[src/rtl/balsa_mul8_sync_env_if.sv]
// Handshake bundle between the synchronous SoC side, the async multiplier core
// and the environment block that bridges them.
interface balsa_mul8_sync_env_if #(
    parameter int unsigned WIDTH = 8,
    parameter int unsigned CNT_W = 16
);
    // SoC operand port
    logic             in_valid;
    logic             in_ready;
    logic [WIDTH-1:0] in_x;
    logic [WIDTH-1:0] in_y;
    // SoC result port
    logic             out_valid;
    logic             out_ready;
    logic [WIDTH-1:0] out_x;
    logic [WIDTH-1:0] out_y;
    logic [WIDTH-1:0] out_z;
    logic [CNT_W-1:0] txn_count;
    // Async core channels
    logic             activate_0r;
    logic             activate_0a;
    logic             x_0r;
    logic             x_0a;
    logic [WIDTH-1:0] x_0d;
    logic             y_0r;
    logic             y_0a;
    logic [WIDTH-1:0] y_0d;
    logic             z_0r;
    logic             z_0a;
    logic [WIDTH-1:0] z_0d;

    // Side that feeds operands, consumes results and plays the async core
    modport master (
        output in_valid, in_x, in_y, out_ready,
        output activate_0a, x_0r, y_0r, z_0r, z_0d,
        input  in_ready, out_valid, out_x, out_y, out_z, txn_count,
        input  activate_0r, x_0a, x_0d, y_0a, y_0d, z_0a
    );

    // The environment block itself
    modport slave (
        input  in_valid, in_x, in_y, out_ready,
        input  activate_0a, x_0r, y_0r, z_0r, z_0d,
        output in_ready, out_valid, out_x, out_y, out_z, txn_count,
        output activate_0r, x_0a, x_0d, y_0a, y_0d, z_0a
    );
endinterface

[src/rtl/balsa_mul8_sync_env.sv]
// Clocked environment for a Balsa 4-phase bundled-data multiplier core.
// Operand pairs are held until the core has pulled both x and y; the pushed
// product is captured with the operands that produced it.
module balsa_mul8_sync_env #(
    parameter int unsigned WIDTH       = 8,
    parameter int unsigned SYNC_STAGES = 2,
    parameter int unsigned CNT_W       = 16
) (
    input logic                  clk,
    input logic                  rst,
    balsa_mul8_sync_env_if.slave bus
);
    typedef enum logic [1:0] {PullIdle, PullDrive, PullAck} pull_st_e;
    typedef enum logic {PushIdle, PushAck} push_st_e;

    // Synchronizer chains: 0 = x_0r, 1 = y_0r, 2 = z_0r, 3 = activate_0a
    logic [3:0][SYNC_STAGES-1:0] sync_q, sync_d;
    logic [3:0]                  async_in;
    logic [1:0]                  pull_req_s;
    logic                        z_req_s;
    logic                        unused_act_ack_s;

    // Operand holding register and in-flight copy (index 0 = x, 1 = y)
    logic                  pair_full_q, pair_full_d;
    logic [1:0][WIDTH-1:0] pair_q, pair_d;
    logic [1:0][WIDTH-1:0] infl_q, infl_d;
    logic                  in_ready, load, consume;

    // Pull channels (index 0 = x, 1 = y)
    pull_st_e              pull_st_q [2];
    pull_st_e              pull_st_d [2];
    logic [1:0]            pull_ack_q, pull_ack_d;
    logic [1:0]            served_q, served_d;
    logic [1:0][WIDTH-1:0] pull_dat_q, pull_dat_d;

    // Push channel and result register
    push_st_e         push_st_q, push_st_d;
    logic             z_ack_q, z_ack_d;
    logic             out_valid_q, out_valid_d;
    logic [WIDTH-1:0] out_x_q, out_x_d, out_y_q, out_y_d, out_z_q, out_z_d;
    logic [CNT_W-1:0] txn_q, txn_d;
    logic             act_q, act_d;

    assign async_in         = {bus.activate_0a, bus.z_0r, bus.y_0r, bus.x_0r};
    assign pull_req_s       = {sync_q[1][SYNC_STAGES-1], sync_q[0][SYNC_STAGES-1]};
    assign z_req_s          = sync_q[2][SYNC_STAGES-1];
    // Activate ack is synchronized for status only; no logic depends on it
    assign unused_act_ack_s = sync_q[3][SYNC_STAGES-1];

    assign in_ready = !pair_full_q && !rst;
    assign load     = bus.in_valid && in_ready;
    // Both pulls of this pair have completed their ack rise
    assign consume  = served_q[0] && served_q[1];

    // Shift async inputs through the synchronizers; activate stays high after reset
    always_comb begin
        for (int i = 0; i < 4; i++) begin
            sync_d[i] = {sync_q[i][SYNC_STAGES-2:0], async_in[i]};
        end
        act_d = 1'b1;
    end

    // Operand register and the two pull handshakes
    always_comb begin
        pair_full_d = pair_full_q;
        pair_d      = pair_q;
        infl_d      = infl_q;
        pull_st_d   = pull_st_q;
        pull_ack_d  = pull_ack_q;
        served_d    = served_q;
        pull_dat_d  = pull_dat_q;

        for (int c = 0; c < 2; c++) begin
            unique case (pull_st_q[c])
                PullIdle: begin
                    // A request without a fresh pair is left unacknowledged
                    if (pull_req_s[c] && pair_full_q && !served_q[c]) begin
                        pull_st_d[c]  = PullDrive;
                        pull_dat_d[c] = pair_q[c];
                    end
                end
                PullDrive: begin
                    // Data was driven last cycle, so it is stable before the ack
                    pull_st_d[c]  = PullAck;
                    pull_ack_d[c] = 1'b1;
                    served_d[c]   = 1'b1;
                end
                PullAck: begin
                    if (!pull_req_s[c]) begin
                        pull_st_d[c]  = PullIdle;
                        pull_ack_d[c] = 1'b0;
                    end
                end
                default: pull_st_d[c] = PullIdle;
            endcase
        end

        if (consume) begin
            served_d    = 2'b00;
            pair_full_d = 1'b0;
            infl_d      = pair_q;
        end
        if (load) begin
            pair_full_d = 1'b1;
            pair_d[0]   = bus.in_x;
            pair_d[1]   = bus.in_y;
        end
    end

    // Push handshake, result register and transaction counter
    always_comb begin
        push_st_d   = push_st_q;
        z_ack_d     = z_ack_q;
        out_valid_d = out_valid_q;
        out_x_d     = out_x_q;
        out_y_d     = out_y_q;
        out_z_d     = out_z_q;
        txn_d       = txn_q;

        if (out_valid_q && bus.out_ready) begin
            out_valid_d = 1'b0;
        end

        unique case (push_st_q)
            PushIdle: begin
                // An undrained result holds the core off until it is taken
                if (z_req_s && !out_valid_q) begin
                    push_st_d   = PushAck;
                    z_ack_d     = 1'b1;
                    out_valid_d = 1'b1;
                    out_z_d     = bus.z_0d;
                    out_x_d     = infl_q[0];
                    out_y_d     = infl_q[1];
                    txn_d       = txn_q + CNT_W'(1);
                end
            end
            PushAck: begin
                if (!z_req_s) begin
                    push_st_d = PushIdle;
                    z_ack_d   = 1'b0;
                end
            end
            default: push_st_d = PushIdle;
        endcase
    end

    // State registers; reset discards any in-flight pair and result
    always_ff @(posedge clk) begin
        if (rst) begin
            sync_q      <= '0;
            act_q       <= 1'b0;
            pair_full_q <= 1'b0;
            pair_q      <= '0;
            infl_q      <= '0;
            pull_st_q   <= '{PullIdle, PullIdle};
            pull_ack_q  <= '0;
            served_q    <= '0;
            pull_dat_q  <= '0;
            push_st_q   <= PushIdle;
            z_ack_q     <= 1'b0;
            out_valid_q <= 1'b0;
            out_x_q     <= '0;
            out_y_q     <= '0;
            out_z_q     <= '0;
            txn_q       <= '0;
        end else begin
            sync_q      <= sync_d;
            act_q       <= act_d;
            pair_full_q <= pair_full_d;
            pair_q      <= pair_d;
            infl_q      <= infl_d;
            pull_st_q   <= pull_st_d;
            pull_ack_q  <= pull_ack_d;
            served_q    <= served_d;
            pull_dat_q  <= pull_dat_d;
            push_st_q   <= push_st_d;
            z_ack_q     <= z_ack_d;
            out_valid_q <= out_valid_d;
            out_x_q     <= out_x_d;
            out_y_q     <= out_y_d;
            out_z_q     <= out_z_d;
            txn_q       <= txn_d;
        end
    end

    assign bus.in_ready    = in_ready;
    assign bus.activate_0r = act_q;
    assign bus.x_0a        = pull_ack_q[0];
    assign bus.x_0d        = pull_dat_q[0];
    assign bus.y_0a        = pull_ack_q[1];
    assign bus.y_0d        = pull_dat_q[1];
    assign bus.z_0a        = z_ack_q;
    assign bus.out_valid   = out_valid_q;
    assign bus.out_x       = out_x_q;
    assign bus.out_y       = out_y_q;
    assign bus.out_z       = out_z_q;
    assign bus.txn_count   = txn_q;
endmodule

[src/flat_wrapper.sv]
// flat-port wrapper written by rule: the top's interface ports become plain ports
module balsa_mul8_sync_env_flat 
#(
    parameter int unsigned WIDTH       = 8,
    parameter int unsigned SYNC_STAGES = 2,
    parameter int unsigned CNT_W       = 16
)
  (clk, rst, bus_in_valid, bus_in_x, bus_in_y, bus_out_ready, bus_activate_0a, bus_x_0r, bus_y_0r, bus_z_0r, bus_z_0d, bus_in_ready, bus_out_valid, bus_out_x, bus_out_y, bus_out_z, bus_txn_count, bus_activate_0r, bus_x_0a, bus_x_0d, bus_y_0a, bus_y_0d, bus_z_0a);
  balsa_mul8_sync_env_if #(.WIDTH(WIDTH), .CNT_W(CNT_W)) bus_i ();
  input logic clk;
  input logic rst;
  input wire logic [$bits(bus_i.in_valid)-1:0] bus_in_valid;
  input wire logic [$bits(bus_i.in_x)-1:0] bus_in_x;
  input wire logic [$bits(bus_i.in_y)-1:0] bus_in_y;
  input wire logic [$bits(bus_i.out_ready)-1:0] bus_out_ready;
  input wire logic [$bits(bus_i.activate_0a)-1:0] bus_activate_0a;
  input wire logic [$bits(bus_i.x_0r)-1:0] bus_x_0r;
  input wire logic [$bits(bus_i.y_0r)-1:0] bus_y_0r;
  input wire logic [$bits(bus_i.z_0r)-1:0] bus_z_0r;
  input wire logic [$bits(bus_i.z_0d)-1:0] bus_z_0d;
  output wire logic [$bits(bus_i.in_ready)-1:0] bus_in_ready;
  output wire logic [$bits(bus_i.out_valid)-1:0] bus_out_valid;
  output wire logic [$bits(bus_i.out_x)-1:0] bus_out_x;
  output wire logic [$bits(bus_i.out_y)-1:0] bus_out_y;
  output wire logic [$bits(bus_i.out_z)-1:0] bus_out_z;
  output wire logic [$bits(bus_i.txn_count)-1:0] bus_txn_count;
  output wire logic [$bits(bus_i.activate_0r)-1:0] bus_activate_0r;
  output wire logic [$bits(bus_i.x_0a)-1:0] bus_x_0a;
  output wire logic [$bits(bus_i.x_0d)-1:0] bus_x_0d;
  output wire logic [$bits(bus_i.y_0a)-1:0] bus_y_0a;
  output wire logic [$bits(bus_i.y_0d)-1:0] bus_y_0d;
  output wire logic [$bits(bus_i.z_0a)-1:0] bus_z_0a;
  assign bus_i.in_valid = bus_in_valid;
  assign bus_i.in_x = bus_in_x;
  assign bus_i.in_y = bus_in_y;
  assign bus_i.out_ready = bus_out_ready;
  assign bus_i.activate_0a = bus_activate_0a;
  assign bus_i.x_0r = bus_x_0r;
  assign bus_i.y_0r = bus_y_0r;
  assign bus_i.z_0r = bus_z_0r;
  assign bus_i.z_0d = bus_z_0d;
  assign bus_in_ready = bus_i.in_ready;
  assign bus_out_valid = bus_i.out_valid;
  assign bus_out_x = bus_i.out_x;
  assign bus_out_y = bus_i.out_y;
  assign bus_out_z = bus_i.out_z;
  assign bus_txn_count = bus_i.txn_count;
  assign bus_activate_0r = bus_i.activate_0r;
  assign bus_x_0a = bus_i.x_0a;
  assign bus_x_0d = bus_i.x_0d;
  assign bus_y_0a = bus_i.y_0a;
  assign bus_y_0d = bus_i.y_0d;
  assign bus_z_0a = bus_i.z_0a;
  balsa_mul8_sync_env #(.WIDTH(WIDTH), .SYNC_STAGES(SYNC_STAGES), .CNT_W(CNT_W)) u_core (.clk(clk), .rst(rst), .bus(bus_i));
endmodule
[config.mk]
export PLATFORM = sky130hd
export DESIGN_NAME = balsa_mul8_sync_env_flat
export DESIGN_NICKNAME = d
export VERILOG_FILES = /design/src/rtl/balsa_mul8_sync_env_if.sv /design/src/rtl/balsa_mul8_sync_env.sv /design/src/flat_wrapper.sv
export SDC_FILE = /design/constraint.sdc
export NUM_CORES = 1
export LEC_CHECK = 0
export ABC_AREA = 1
export BUFFER_PORTS_ARGS = -buffer_cell sky130_fd_sc_hd__buf_2
export CAP_MARGIN = 20
export CORE_ASPECT_RATIO = 0.8
export CORE_MARGIN = 2
export CORE_UTILIZATION = 55
export CTS_BUF_LIST = sky130_fd_sc_hd__clkbuf_4
export CTS_CLUSTER_DIAMETER = 200
export DETAILED_ROUTE_END_ITERATION = 8
export GPL_TIMING_DRIVEN = 0
export PLACE_DENSITY = 0.81
export SYNTH_ARGS = -nofsm -noshare
export SYNTH_HDL_FRONTEND = slang
export SYNTH_SLANG_ARGS = --single-unit
export TNS_END_PERCENT = 50
[constraint.sdc]
create_clock -name clk -period 2.8 [get_ports clk]
set_clock_uncertainty 0.05 [all_clocks]
set_input_delay 0 -clock clk [delete_from_list [all_inputs] [get_ports clk]]
set_output_delay 0 -clock clk [all_outputs]
set_load 0.02 [all_outputs]
# --- Yosys cells after proc, flatten, opt, wreduce, memory -nomap -nowiden ---
# Index checks and enable logic that the tools add are counted.
word_totals:
  input_bits: 32
  elab_cells: 86
  out_inout_bits: 62
  reg_bits: 107
op_classes:
  n_addsub: 1
  reduce_logical: 28
  n_bitwise: 1
  n_mux: 22
  n_eq_ne: 10
ops:
  columns: ["operator", "n"]
  rows:
  - ["$add 16x1->16 const B", 1]
  - ["$reduce_and 2->1", 8]
  - ["$mux 1", 12]
  - ["$pmux 2 s3", 2]
  - ["$logic_and 1x1->1", 9]
  - ["$mux 2", 4]
  - ["$pmux 1 s2", 4]
  - ["$ne 2x1->1 const B", 3]
  - ["$ne 2x2->1 const B", 3]
  - ["$reduce_bool 2->1", 3]
  - ["$logic_not 1->1", 5]
  - ["$eq 2x1->1 const B", 2]
  - ["$eq 2x2->1 const B", 2]
  - ["$logic_not 2->1", 2]
  - ["$reduce_or 2->1", 1]
  - ["$not 1->1", 1]

# --- Depth between registers and ports, before layout ---
# Gate-level depths: netlist (run 1).
depth:
  ltp_word: 4
  mapped_depth: 8
  ltp_nobuf: 8

# --- Least setup slack after synthesis (run 1) ---
# OpenSTA, ideal clock, no wires.
synth_timing:
  path_type: "reg-to-reg"
  startpoint: "register u_core.txn_q[0] (netlist: u_core.bus.txn_count[0])"
  endpoint: "register u_core.txn_q[10] (netlist: u_core.bus.txn_count[10])"
  n_path_buf: 0
  required_time_ns: 2.622
  arrival_ns: 1.319
  path_stages_with_launch: 9
  setup_slack_ns: 1.303
  period_less_slack_ns: 1.497
  setup_time_ns: 0.128
  path_cell_list: "dfxtp_1 > ha_1 > nand3_1 > nor2_4 > nand2_4 > nor2_2 > nand2_1 > nand2_1 > nor2_1"
synth_between:
  elab_chain_cells: 1
synth_lines:
  columns: ["item", "line_no", "text"]
  rows:
  - ["start: declaration", "balsa_mul8_sync_env.sv:41", "logic [CNT_W-1:0] txn_q, txn_d;"]
  - ["start signal: assignment", "balsa_mul8_sync_env.sv:182", "txn_q <= txn_d;"]
  - ["$add 16x1->16", "balsa_mul8_sync_env.sv:134", "txn_d = txn_q + CNT_W'(1);"]
# Every way passes these cells.
# A chain may end at the register's enable or synchronous reset.

# --- Final worst setup path (run 1) ---
layout_timing:
  startpoint: "register u_core.pair_full_q"
  endpoint: "register u_core.pair_q[7] (netlist name)"
layout_between:
  elab_chain_cells: 3
layout_lines:
  columns: ["item", "line_no", "text"]
  rows:
  - ["start: declaration", "balsa_mul8_sync_env.sv:24", "logic pair_full_q, pair_full_d;"]
  - ["start signal: assignment", "balsa_mul8_sync_env.sv:169", "pair_full_q <= pair_full_d;"]
  - ["$logic_not 1->1", "balsa_mul8_sync_env.sv:50", "assign in_ready = !pair_full_q && !rst;"]
  - ["$logic_and 1x1->1", "balsa_mul8_sync_env.sv:50", null]
  - ["$logic_and 1x1->1", "balsa_mul8_sync_env.sv:51", "assign load = bus.in_valid && in_ready;"]
  - ["end signal: assignment", "balsa_mul8_sync_env.sv:170", "pair_q <= pair_d;"]
  - ["end: declaration", "balsa_mul8_sync_env.sv:25", "logic [1:0][WIDTH-1:0] pair_q, pair_d;"]
# Every way passes these cells.

==> summary.txt, run 1 <==
Worst hold path
  – Hold worst-path end: u_core.pair_q[4]
  – HP Class: in -> reg
  – HP Start: bus_in_x[4]
  – Hold depth: 4

Layout
  – Final antenna diode count: 0
  – Share of layout cells above drive strength 1: 22.7%
  – Number of fill cells: 546
  – Final net count: 670
  – Area occupied by multi-input gates: 0.00154 mm²
  – Flip-flop and latch area: 0.00214 mm²
  – Area delta synth->final: 25.6%
  – Final Util: 72.0%

Setup path
  – Reg2reg path depth: 7
  – RR Startpoint: u_core.pair_full_q
  – Crit-path most repeated cell: nand2_1
  – Crit-path cells: nor2_4 -> nand2_1 -> inv_1 -> clkbuf_2 -> nand2_1 -> nand2_1 -> dlygate4sd3_1
  – WS Path Type: reg -> reg
  – CP startpoint: u_core.pair_full_q
  – WP data required: 3.12 ns
  – FF-to-FF End: u_core.pair_q[7]
  – Slowest stage delay, CP: 0.55 ns
  – Crit path arrival time: 2.09 ns
  – Worst Path Max Fanout: 10
  – Cell family with most CP delay: buffers and inverters
  – Bufs and invs on worst path: 3
  – Worst Setup End Kind: register
  – Critical path launch point type: register
  – FF-to-FF setup slack: 1.03 ns
  – Max stage delay cell, worst path: dlygate4sd3_1

STA
  – Setup ws final: 1.03 ns
  – Final setup violation count: 0
  – Slew HR: 64.4%
  – Worst slew pin tran: 0.535 ns
  – Tcrit/Tclk final: 63.1%
  – Slew Viols, Final: 0
  – Fmax: 566 MHz
  – Unrepaired setup endpoints after global routing: false
  – Final Hold Fails: 0
  – Final min period: 1.77 ns
  – Sum of negative setup slack: 0 ns

Yosys
  – Mapped Nets: 535
  – Synth area leaders: dfxtp_1, nand2_1, a21oi_1, nor2_1, o21ai_0
  – Average cell area after synthesis: 7.94 µm²
  – YS warnings: 0
  – Mapped cell area: 0.00399 mm²
  – Sequential area share after synthesis: 53.7%
  – Syn Inst Count: 502
  – Synth cell types: 30
  – Area leader, netlist: dfxtp_1
  – Synth top area share: 53.7%
  – Register bit total from synthesis: 107

Clocking
  – CTS resizes: 0
  – Clock Latency Late Sink: 0.46 ns
  – CTS tree: yes
  – Max Root-Sink Buffers: 2
  – Clock-pin slew on the worst setup and hold paths: 0.16 ns
  – CTS H-Tree Depth: 3
  – Clock sinks: 107
  – Root buffer cell: clkbuf_4
  – Clock buffer count from CTS: 9

GRT
  – First-pass GRT wire length: 15500 µm
  – Initial antenna violation count: 0
  – GR Overflow Total: 0
  – Pin count of the biggest net entering global routing: 20
  – Total GRT Usage: 24.8%
  – Vias in the first global route: 3384

Placed design
  – DP HPWL: 6770 µm
  – Worst slack, placed: 1.32 ns
  – RePlAce Congestion: 0.893
  – Buffers on Ports: 91

Detailed routing
  – Pre-antenna DRT Iters: 5
  – DR vias/cell: 5.05
  – Via Count: 3678
  – Drt wl/cell: 13.2 µm
  – Post-DRT Antenna Nets: 0
  – Iteration-0 DRC Markers: 167
  – DRC: 0
  – Routed WL: 9630 µm

Pwr
  – Maximum VDD drop: 348 µV
  – Lkg Pwr: 2.20 nW
  – Clock network fraction of total power: 28.6%
  – Part of the power in registers: 62.5%
  – Internal power: 0.00186 W
  – Combinational power share: 8.9%
  – Net Sw Frac: 26.9%
  – Switching pwr: 0.000683 W
  – Pwr/cell area: 507 mW/mm²

Die
  – Initial core utilization: 57.3%
  – Core area: 0.00696 mm²
  – I/O pin count: 94
  – DIE AREA: 0.00795 mm²
  – Die H: 80.1 µm
  – Die Wd: 99.2 µm
  – Rows: 27

Run status
  – Status: completed

Job
  – Max Cap Viol: 0
sequential cells by signal, indices dropped and copies added (netlist names), 4 cells and up:
register              flops
u_core.bus.out_x          8
u_core.bus.out_y          8
u_core.bus.out_z          8
u_core.bus.txn_count     16
u_core.bus.x_0d           8
u_core.bus.y_0d           8
u_core.infl_q            16
u_core.pair_q            16
u_core.pull_st_q          4
cell usage in the layout (no fill, tap or decap), types with 2 or more instances in the layout:
cell and count:
nor3_4 2, a31oi_1 2, inv_1 34, o21bai_2 2, clkbuf_1 2, a21oi_1 65
clkinvlp_4 3, dlygate4sd3_1 33, nand3_1 7, nand3_2 3, inv_2 3, clkbuf_4 9
buf_1 3, buf_2 99, nor2_1 71, dfxtp_1 107, buf_6 6, inv_6 2
buf_4 3, clkinv_2 2, nor2_4 3, nand4_1 6, nor3b_1 2, o21ai_0 38
nand2_1 124
worst reg2reg max path, stage by stage, from the launching register on:
cell and delay, ns:
dfxtp_1 0.50, nor2_4 0.07, nand2_1 0.10, inv_1 0.08, clkbuf_2 0.19, nand2_1 0.09
nand2_1 0.05, dlygate4sd3_1 0.55
cells by family after synthesis:
family / synth area share [%]
buffers and inverters: 7.60
AOI/OAI and AO/OA: 13.8
adders and majority gates: 0.314
DFF: 53.7
and+or+nand+nor: 24.5
cell usage after synthesis, drive strengths merged:
cell / count
o21ai: 38
or2: 1
o21bai: 2
nor2: 75
nor3b: 2
ha: 1
nand3: 11
clkinv: 2
a21oi: 65
clkbuf: 3
dfxtp: 107
nor3: 4
nand4: 6
nand2: 126
buf: 20
a31oi: 2
inv: 37
cell type report:
type                            count  area share, %
Multi-Input combinational cell    333           30.8
Timing Repair Buffer              124           15.7
Buffer                             23           3.07
Inverter                           39           2.97
Clock buffer                        9           1.35
Tap cell                           87           2.17
Clock inverter                      7           1.20
Sequential cell                   107           42.8
stage by stage:
stage                     power (W)  instances  cell area [µm²]  hold slack, ns
after floorplan             0.00174        502             3990          0.0570
after global placement      0.00180        680             4550           0.150
after detailed placement    0.00181        680             4550           0.151
after CTS                   0.00255        729             5010           0.189
after global routing        0.00263        729             5010           0.208
final                       0.00254        729             5010           0.212
power by group through the flow:
| stage | logic, W | registers (W) | clock network, W |
|---|---|---|---|
| final | 0.000226 | 0.00159 | 0.000726 |
| after detailed placement | 0.000186 | 0.00162 | 0 |
| after CTS | 0.000223 | 0.00159 | 0.000735 |
| after floorplan | 0.000101 | 0.00163 | 0 |
| after global placement | 0.000183 | 0.00162 | 0 |
| after global routing | 0.000248 | 0.00159 | 0.000792 |
layer usage:
metal,share of wire (%),global-route usage [%]
met4,0.84,7.40
met5,0,0
met2,47,39.9
met3,6.0,5.74
met1,47,33.6
worst max path at each step:
stage | to | slack (ns) | cells after the start
global placement | u_core.bus.txn_count[10] | 1.35 | 8
floorplan | u_core.bus.txn_count[10] | 1.30 | 8
CTS | u_core.pair_q[7] | 1.08 | 7
global route | u_core.pair_q[7] | 0.90 | 7
finish | u_core.pair_q[7] | 1.03 | 7
detailed placement | u_core.bus.txn_count[10] | 1.32 | 8
repair_timing:
action | 4_1_cts | 5_1_grt
endpoints found under the hold margin | 31 | 0
hold buffers | 33 | 0
buffers inserted | 0 | 0
No activity file was read; power rests on OpenSTA's default activity.
==> run 2: changes to the inputs <==
Settings changed: CORE_UTILIZATION 55 to 50, PLACE_DENSITY 0.81 to 0.78.
Clock period 2.8 ns to 1.5 ns, I/O delays scaled along.
==> run 2 against run 1 <==
Net effect: utilization down 7.3 points; setup slack worse by 0.94 ns; first-iteration DRC count up 19%; worst hold slack got worse by 0.0025 ns; wire length up 3.5%; sequential share of layout area fell by 0.35 points; clock-buffer cell count stayed put; sequential power grew 87%; design area increased by 1.2%.
==> summary.txt, run 2 (synthesized netlist as in run 1, its figures left out) <==
Run status
  – Status: completed

Layout
  – Number of fill cells: 698 (+28%)
  – Final Instance Area: 0.00507 mm² (+1.2%)
  – Leading cell type in the layout, fill and taps excluded: nand2_1
  – Area delta synth->final: 27.1%
  – Share of layout cells above drive strength 1: 23.9% (+1.2 points)
  – Most frequent cells in the layout: nand2_1, dfxtp_1, buf_2
  – Final net count: 672 (+0.30%)
  – Final antenna diode count: 0 (unchanged)

STA
  – Slew HR: 67.7% (+3.3 points)
  – Final setup violation count: 0 (unchanged)
  – Unrepaired setup endpoints after global routing: false
  – Slew Viols, Final: 0 (unchanged)
  – Final min period: 1.41 ns (-0.358 ns)
  – Sum of negative setup slack: 0 ns (unchanged)
  – Final Hold Fails: 0 (unchanged)
  – Fmax: 710 MHz (+25%)
  – Tcrit/Tclk final: 93.9% (+31 points)
  – Worst slew pin tran: 0.485 ns (-0.0498 ns)
  – Setup ws final: 0.0920 ns (-0.942 ns)
  – Hold slack: 0.210 ns (-0.00248 ns)

Setup path
  – WP data required: 1.83 ns (-1.29 ns)
  – Worst Setup End Kind: register
  – WS Path Type: reg -> reg
  – Crit-path most repeated cell: nor2_1
  – Slowest stage delay, CP: 0.41 ns (-0.14 ns)
  – Worst Path Max Fanout: 5 (-5)
  – Crit-path cells: ha_2 -> nand3_2 -> nor2_4 -> nand4_1 -> nor2_1 -> nor2_1
  – Critical path launch point type: register
  – Max stage delay cell, worst path: dfxtp_4
  – Crit path arrival time: 1.74 ns (-0.35 ns)

Detailed routing
  – Routed WL: 9970 µm (+3.5%)
  – Drt wl/cell: 13.3 µm (+0.38%)
  – Pre-antenna DRT Iters: 5 (unchanged)
  – DR vias/cell: 4.97 (-1.4%)
  – Post-DRT Antenna Nets: 0 (unchanged)
  – DRC: 0 (unchanged)
  – Via Count: 3741 (+1.7%)
  – Iteration-0 DRC Markers: 198 (+19%)

Clocking
  – Clock sinks: 107 (unchanged)
  – Clock buffer count from CTS: 9 (unchanged)
  – Clock-pin slew on the worst setup and hold paths: 0.18 ns (+0.02 ns)
  – CTS H-Tree Depth: 3 (unchanged)
  – Root buffer cell: clkbuf_4
  – CTS tree: yes
  – Max Root-Sink Buffers: 2 (unchanged)
  – Clock Latency Late Sink: 0.47 ns (about the same)

Worst hold path
  – HP Class: in -> reg

GRT
  – Vias in the first global route: 3479 (+2.8%)
  – First-pass GRT wire length: 15900 µm (+2.6%)
  – Total GRT Usage: 22.9% (-1.9 points)
  – GR Overflow Total: 0 (unchanged)
  – Initial antenna violation count: 0 (unchanged)
  – Pin count of the biggest net entering global routing: 21 (+5.0%)

Die
  – Die H: 83.9 µm (+4.6%)
  – Rows: 29 (+7.4%)
  – Core area: 0.00784 mm² (+13%)
  – Die Wd: 104 µm (+4.7%)
  – I/O pin count: 94 (unchanged)
  – Initial core utilization: 50.9% (-6.4 points)
  – DIE AREA: 0.00871 mm² (+9.5%)

Placed design
  – Buffers on Ports: 91 (unchanged)
  – Worst slack, placed: 0.0285 ns (-1.29 ns)
  – DP Area: 0.00458 mm² (+0.58%)
  – RePlAce Congestion: 0.848 (-5.0%)
  – DP HPWL: 6880 µm (+1.8%)

Pwr
  – Pwr/cell area: 950 mW/mm² (+87%)
  – Lkg Pwr: 2.22 nW (+1.1%)
  – Maximum VDD drop: 516 µV (+48%)

Job
  – Max Cap Viol: 0 (unchanged)
## run 2: critical path: cells and delay by family (launching register included)
family | cells | cell delay, ns
simple gates | 5 | 0.65
fa+ha+maj | 1 | 0.21
flops | 1 | 0.41
## run 2: power by group
part / switching, W / total (W) / internal (W)
clock: 0.00104 / 0.00143 / 0.000388
sequential: 0.0000486 / 0.00297 / 0.00292
combinational: 0.000239 / 0.000420 / 0.000181
total: 0.00133 / 0.00481 / 0.00349
## run 2: worst paths after layout
kind	startpoint	end	slack, ns	cells after the start
worst max-delay path	u_core.bus.txn_count[0]	u_core.bus.txn_count[14]	0.09	6
worst min-delay path	bus_in_y[2]	u_core.pair_q[10]	0.21	4
worst max register to register	u_core.bus.txn_count[0]	u_core.bus.txn_count[14]	0.09	6
worst min register to register	u_core.sync_d[3]	u_core.pull_req_s[1]	0.36	2
## run 2: timing repair
item,in CTS,in global routing
endpoints found under the setup margin,2,5
hold buffers,31,0
gates resized for setup,1,5
pin swaps,0,1
setup buffers,0,4
gates cloned,0,0
endpoints found under the hold margin,31,0
## run 2: cell type report
| class | instances | area [µm²] | area share [%] |
|---|---|---|---|
| buffer | 23 | 154 | 3.04 |
| clock buffer | 9 | 67.6 | 1.33 |
| clock inverter | 7 | 67.6 | 1.33 |
| inverter | 39 | 149 | 2.94 |
| multi-input combinational | 333 | 1550 | 30.6 |
| sequential | 107 | 2150 | 42.4 |
| tap | 108 | 135 | 2.67 |
| timing repair buffer | 126 | 796 | 15.7 |
## run 2: metrics by stage
stage | total power, W | utilization (%) | std cells
final | 0.00481 | 64.7 | 752
after global placement | 0.00337 | 58.4 | 701
after global routing | 0.00500 | 64.7 | 752
after CTS | 0.00483 | 64.1 | 748
after floorplan | 0.00324 | - | 502
after detailed placement | 0.00338 | 58.4 | 701
## run 2: metal layers
layer | track usage [%] | wire length (µm) | up-vias
met5 | 0 | 0 | -
met4 | 6.76 | 178 | 0
met3 | 6.09 | 561 | 21
met2 | 38.9 | 4600 | 127
met1 | 28.8 | 4630 | 1712
li1 | - | - | 1881
==> run 3: changes to the inputs <==
Settings changed: PLACE_DENSITY 0.78 to 0.83.
==> run 3 against run 2 <==
Net effect: design area is 0.15% lower; setup slack got worse by 0.0037 ns; via count decreased by 0.88%; utilization fell by 0.096 points; worst hold slack worse by 0.0083 ns; clock-buffer cell count unchanged; largest cell class unchanged; first-iteration DRC count is 26% higher; global-route usage shrank 0.22 points; flip-flop and latch count is the same; cell count is 0.27% lower; sequential power is essentially flat.
==> summary.txt, run 3 (synthesized netlist as in run 1, its figures left out) <==
Layout
  – Finished Layout Cells: 750 (-0.27%)
  – Leading cell type in the layout, fill and taps excluded: nand2_1
  – Share of layout cells above drive strength 1: 23.8% (-0.081 points)
  – Area delta synth->final: 26.9%
  – Final net count: 670 (-0.30%)
  – Number of fill cells: 692 (-0.86%)
  – Final antenna diode count: 0 (unchanged)
  – Most frequent cells in the layout: nand2_1, dfxtp_1, buf_2

GRT
  – Total GRT Usage: 22.7% (-0.22 points)
  – Met1 Use GR: 29.2% (+0.38 points)
  – Vias in the first global route: 3462 (-0.49%)
  – First-pass GRT wire length: 15800 µm (-0.57%)
  – Met2 usage: 38.0% (-0.90 points)
  – Grt met3 use: 5.39% (-0.70 points)
  – GRT Max-Usage Layer: met2
  – GR Overflow Total: 0 (unchanged)
  – Initial antenna violation count: 0 (unchanged)
  – Pin count of the biggest net entering global routing: 21 (unchanged)

STA
  – Worst slew pin tran: 0.516 ns (+0.0311 ns)
  – Final min period: 1.41 ns (+0.00366 ns)
  – Final Hold Fails: 0 (unchanged)
  – Fmax: 708 MHz (-0.26%)
  – Tcrit/Tclk final: 94.1% (+0.24 points)
  – Unrepaired setup endpoints after global routing: false
  – Final setup violation count: 0 (unchanged)
  – Sum of negative setup slack: 0 ns (unchanged)
  – Slew HR: 65.6% (-2.1 points)
  – Slew Viols, Final: 0 (unchanged)

Die
  – DIE AREA: 0.00871 mm² (unchanged)
  – Die H: 83.9 µm (unchanged)
  – I/O pin count: 94 (unchanged)
  – Die Wd: 104 µm (unchanged)
  – Rows: 29 (unchanged)
  – Initial core utilization: 50.9% (unchanged)
  – Core area: 0.00784 mm² (unchanged)

Setup path
  – FF-to-FF setup slack: 0.09 ns (about the same)
  – WP data required: 1.84 ns (about the same)
  – Crit-path cells: nor2_4 -> nand2_1 -> dlygate4sd3_1 -> nand3_1 -> nand2_1
  – Worst Path Max Fanout: 4 (-1)
  – Reg2reg path depth: 5 (-1)
  – Crit path capture: u_core.pair_q[7]
  – RR Startpoint: u_core.pair_full_q
  – WS Path Type: reg -> reg
  – Crit-path most repeated cell: nand2_1
  – FF-to-FF End: u_core.pair_q[7]
  – Critical path launch point type: register
  – Worst Setup End Kind: register
  – Crit path arrival time: 1.75 ns (about the same)
  – Slowest stage delay, CP: 0.57 ns (+0.16 ns)
  – CP startpoint: u_core.pair_full_q
  – Max stage delay cell, worst path: dlygate4sd3_1

Pwr
  – Pwr/cell area: 945 mW/mm² (-0.58%)
  – Lkg Pwr: 2.21 nW (-0.68%)
  – Tot Pwr: 0.00478 W (-0.73%)
  – Maximum VDD drop: 578 µV (+12%)

Clocking
  – Clock buffer count from CTS: 9 (unchanged)
  – Clock-pin slew on the worst setup and hold paths: 0.17 ns (about the same)
  – CTS tree: yes
  – Root buffer cell: clkbuf_4
  – Max Root-Sink Buffers: 2 (unchanged)
  – Clock sinks: 107 (unchanged)
  – Clock Latency Late Sink: 0.47 ns (about the same)
  – CTS H-Tree Depth: 3 (unchanged)

Detailed routing
  – Pre-antenna DRT Iters: 4 (-1)
  – Post-DRT Antenna Nets: 0 (unchanged)
  – DRC: 0 (unchanged)
  – Via Count: 3708 (-0.88%)
  – Iteration-0 DRC Markers: 250 (+26%)
  – Drt wl/cell: 13.2 µm (-0.32%)
  – DR vias/cell: 4.94 (-0.62%)
  – Routed WL: 9910 µm (-0.58%)

Run status
  – Status: completed

Worst hold path
  – Hold depth: 4 (unchanged)
  – HP Class: in -> reg

Placed design
  – DP HPWL: 6980 µm (+1.4%)
  – Buffers on Ports: 91 (unchanged)
  – DP Cell Count: 701 (unchanged)
  – RePlAce Congestion: 0.805 (-5.0%)

Job
  – Max Cap Viol: 0 (unchanged)
run 3: changes by cell type in the layout (fill, tap and decap cells not counted), sizes merged:
cell and delta:
clkinvlp +1, inv -1, buf -2
run 3: area by class of cell:
class,count,area (µm²),area share (%)
sequential,107,2150,42.5
inverter,39,149,2.94
timing repair buffer,124,781,15.4
multi-input combinational,333,1550,30.7
buffer,23,154,3.04
tap,108,135,2.67
clock inverter,7,68.8,1.36
clock buffer,9,67.6,1.34
run 3: how the worst min path moves through the flow:
stage	startpoint	slack, ns	end
2_1_floorplan	bus_x_0r	0.06	u_core.sync_d[1]
3_3_place_gp	bus_in_x[5]	0.15	u_core.pair_q[5]
3_5_place_dp	bus_z_0r	0.16	u_core.sync_d[5]
4_1_cts	bus_in_x[5]	0.18	u_core.pair_q[5]
5_1_grt	bus_x_0r	0.18	u_core.sync_d[1]
6_report	bus_x_0r	0.20	u_core.sync_d[1]
run 3: report_power, final:
| group | internal [W] | switching [W] |
|---|---|---|
| sequential | 0.00292 | 0.0000456 |
| clock | 0.000380 | 0.00101 |
| combinational | 0.000181 | 0.000242 |
| total | 0.00348 | 0.00130 |
run 3: timing repair:
action | in CTS | in global routing
resized for setup | 0 | 8
hold buffers | 31 | 0
setup buffers | 0 | 2
hold endpoints to repair | 32 | 0
endpoints found under the setup margin | 0 | 6
run 3: per-layer routing:
layer | part of all wire, % | routed length [µm] | vias to the layer above
met5 | 0 | 0 | -
met4 | 1.4 | 134 | 0
met3 | 5.8 | 571 | 15
met2 | 48 | 4720 | 118
met1 | 45 | 4480 | 1698
li1 | - | - | 1877
run 3: worst max-delay path: cells and delay by family, from the launching register on:
family	cells	cell delay, ns
buffers and inverters	1	0.57
and+or+nand+nor	4	0.32
DFF	1	0.40
run 3: through the flow:
stage          setup WS, ns  instance area (µm²)  util, %  hold slack [ns]
2_1_floorplan       0.00311                 3990        -           0.0570
3_3_place_gp         0.0595                 4580     58.4            0.155
3_5_place_dp         0.0230                 4580     58.4            0.159
4_1_cts            0.000326                 5020     64.1            0.180
5_1_grt             0.00515                 5060     64.6            0.185
6_report             0.0884                 5060     64.6            0.201
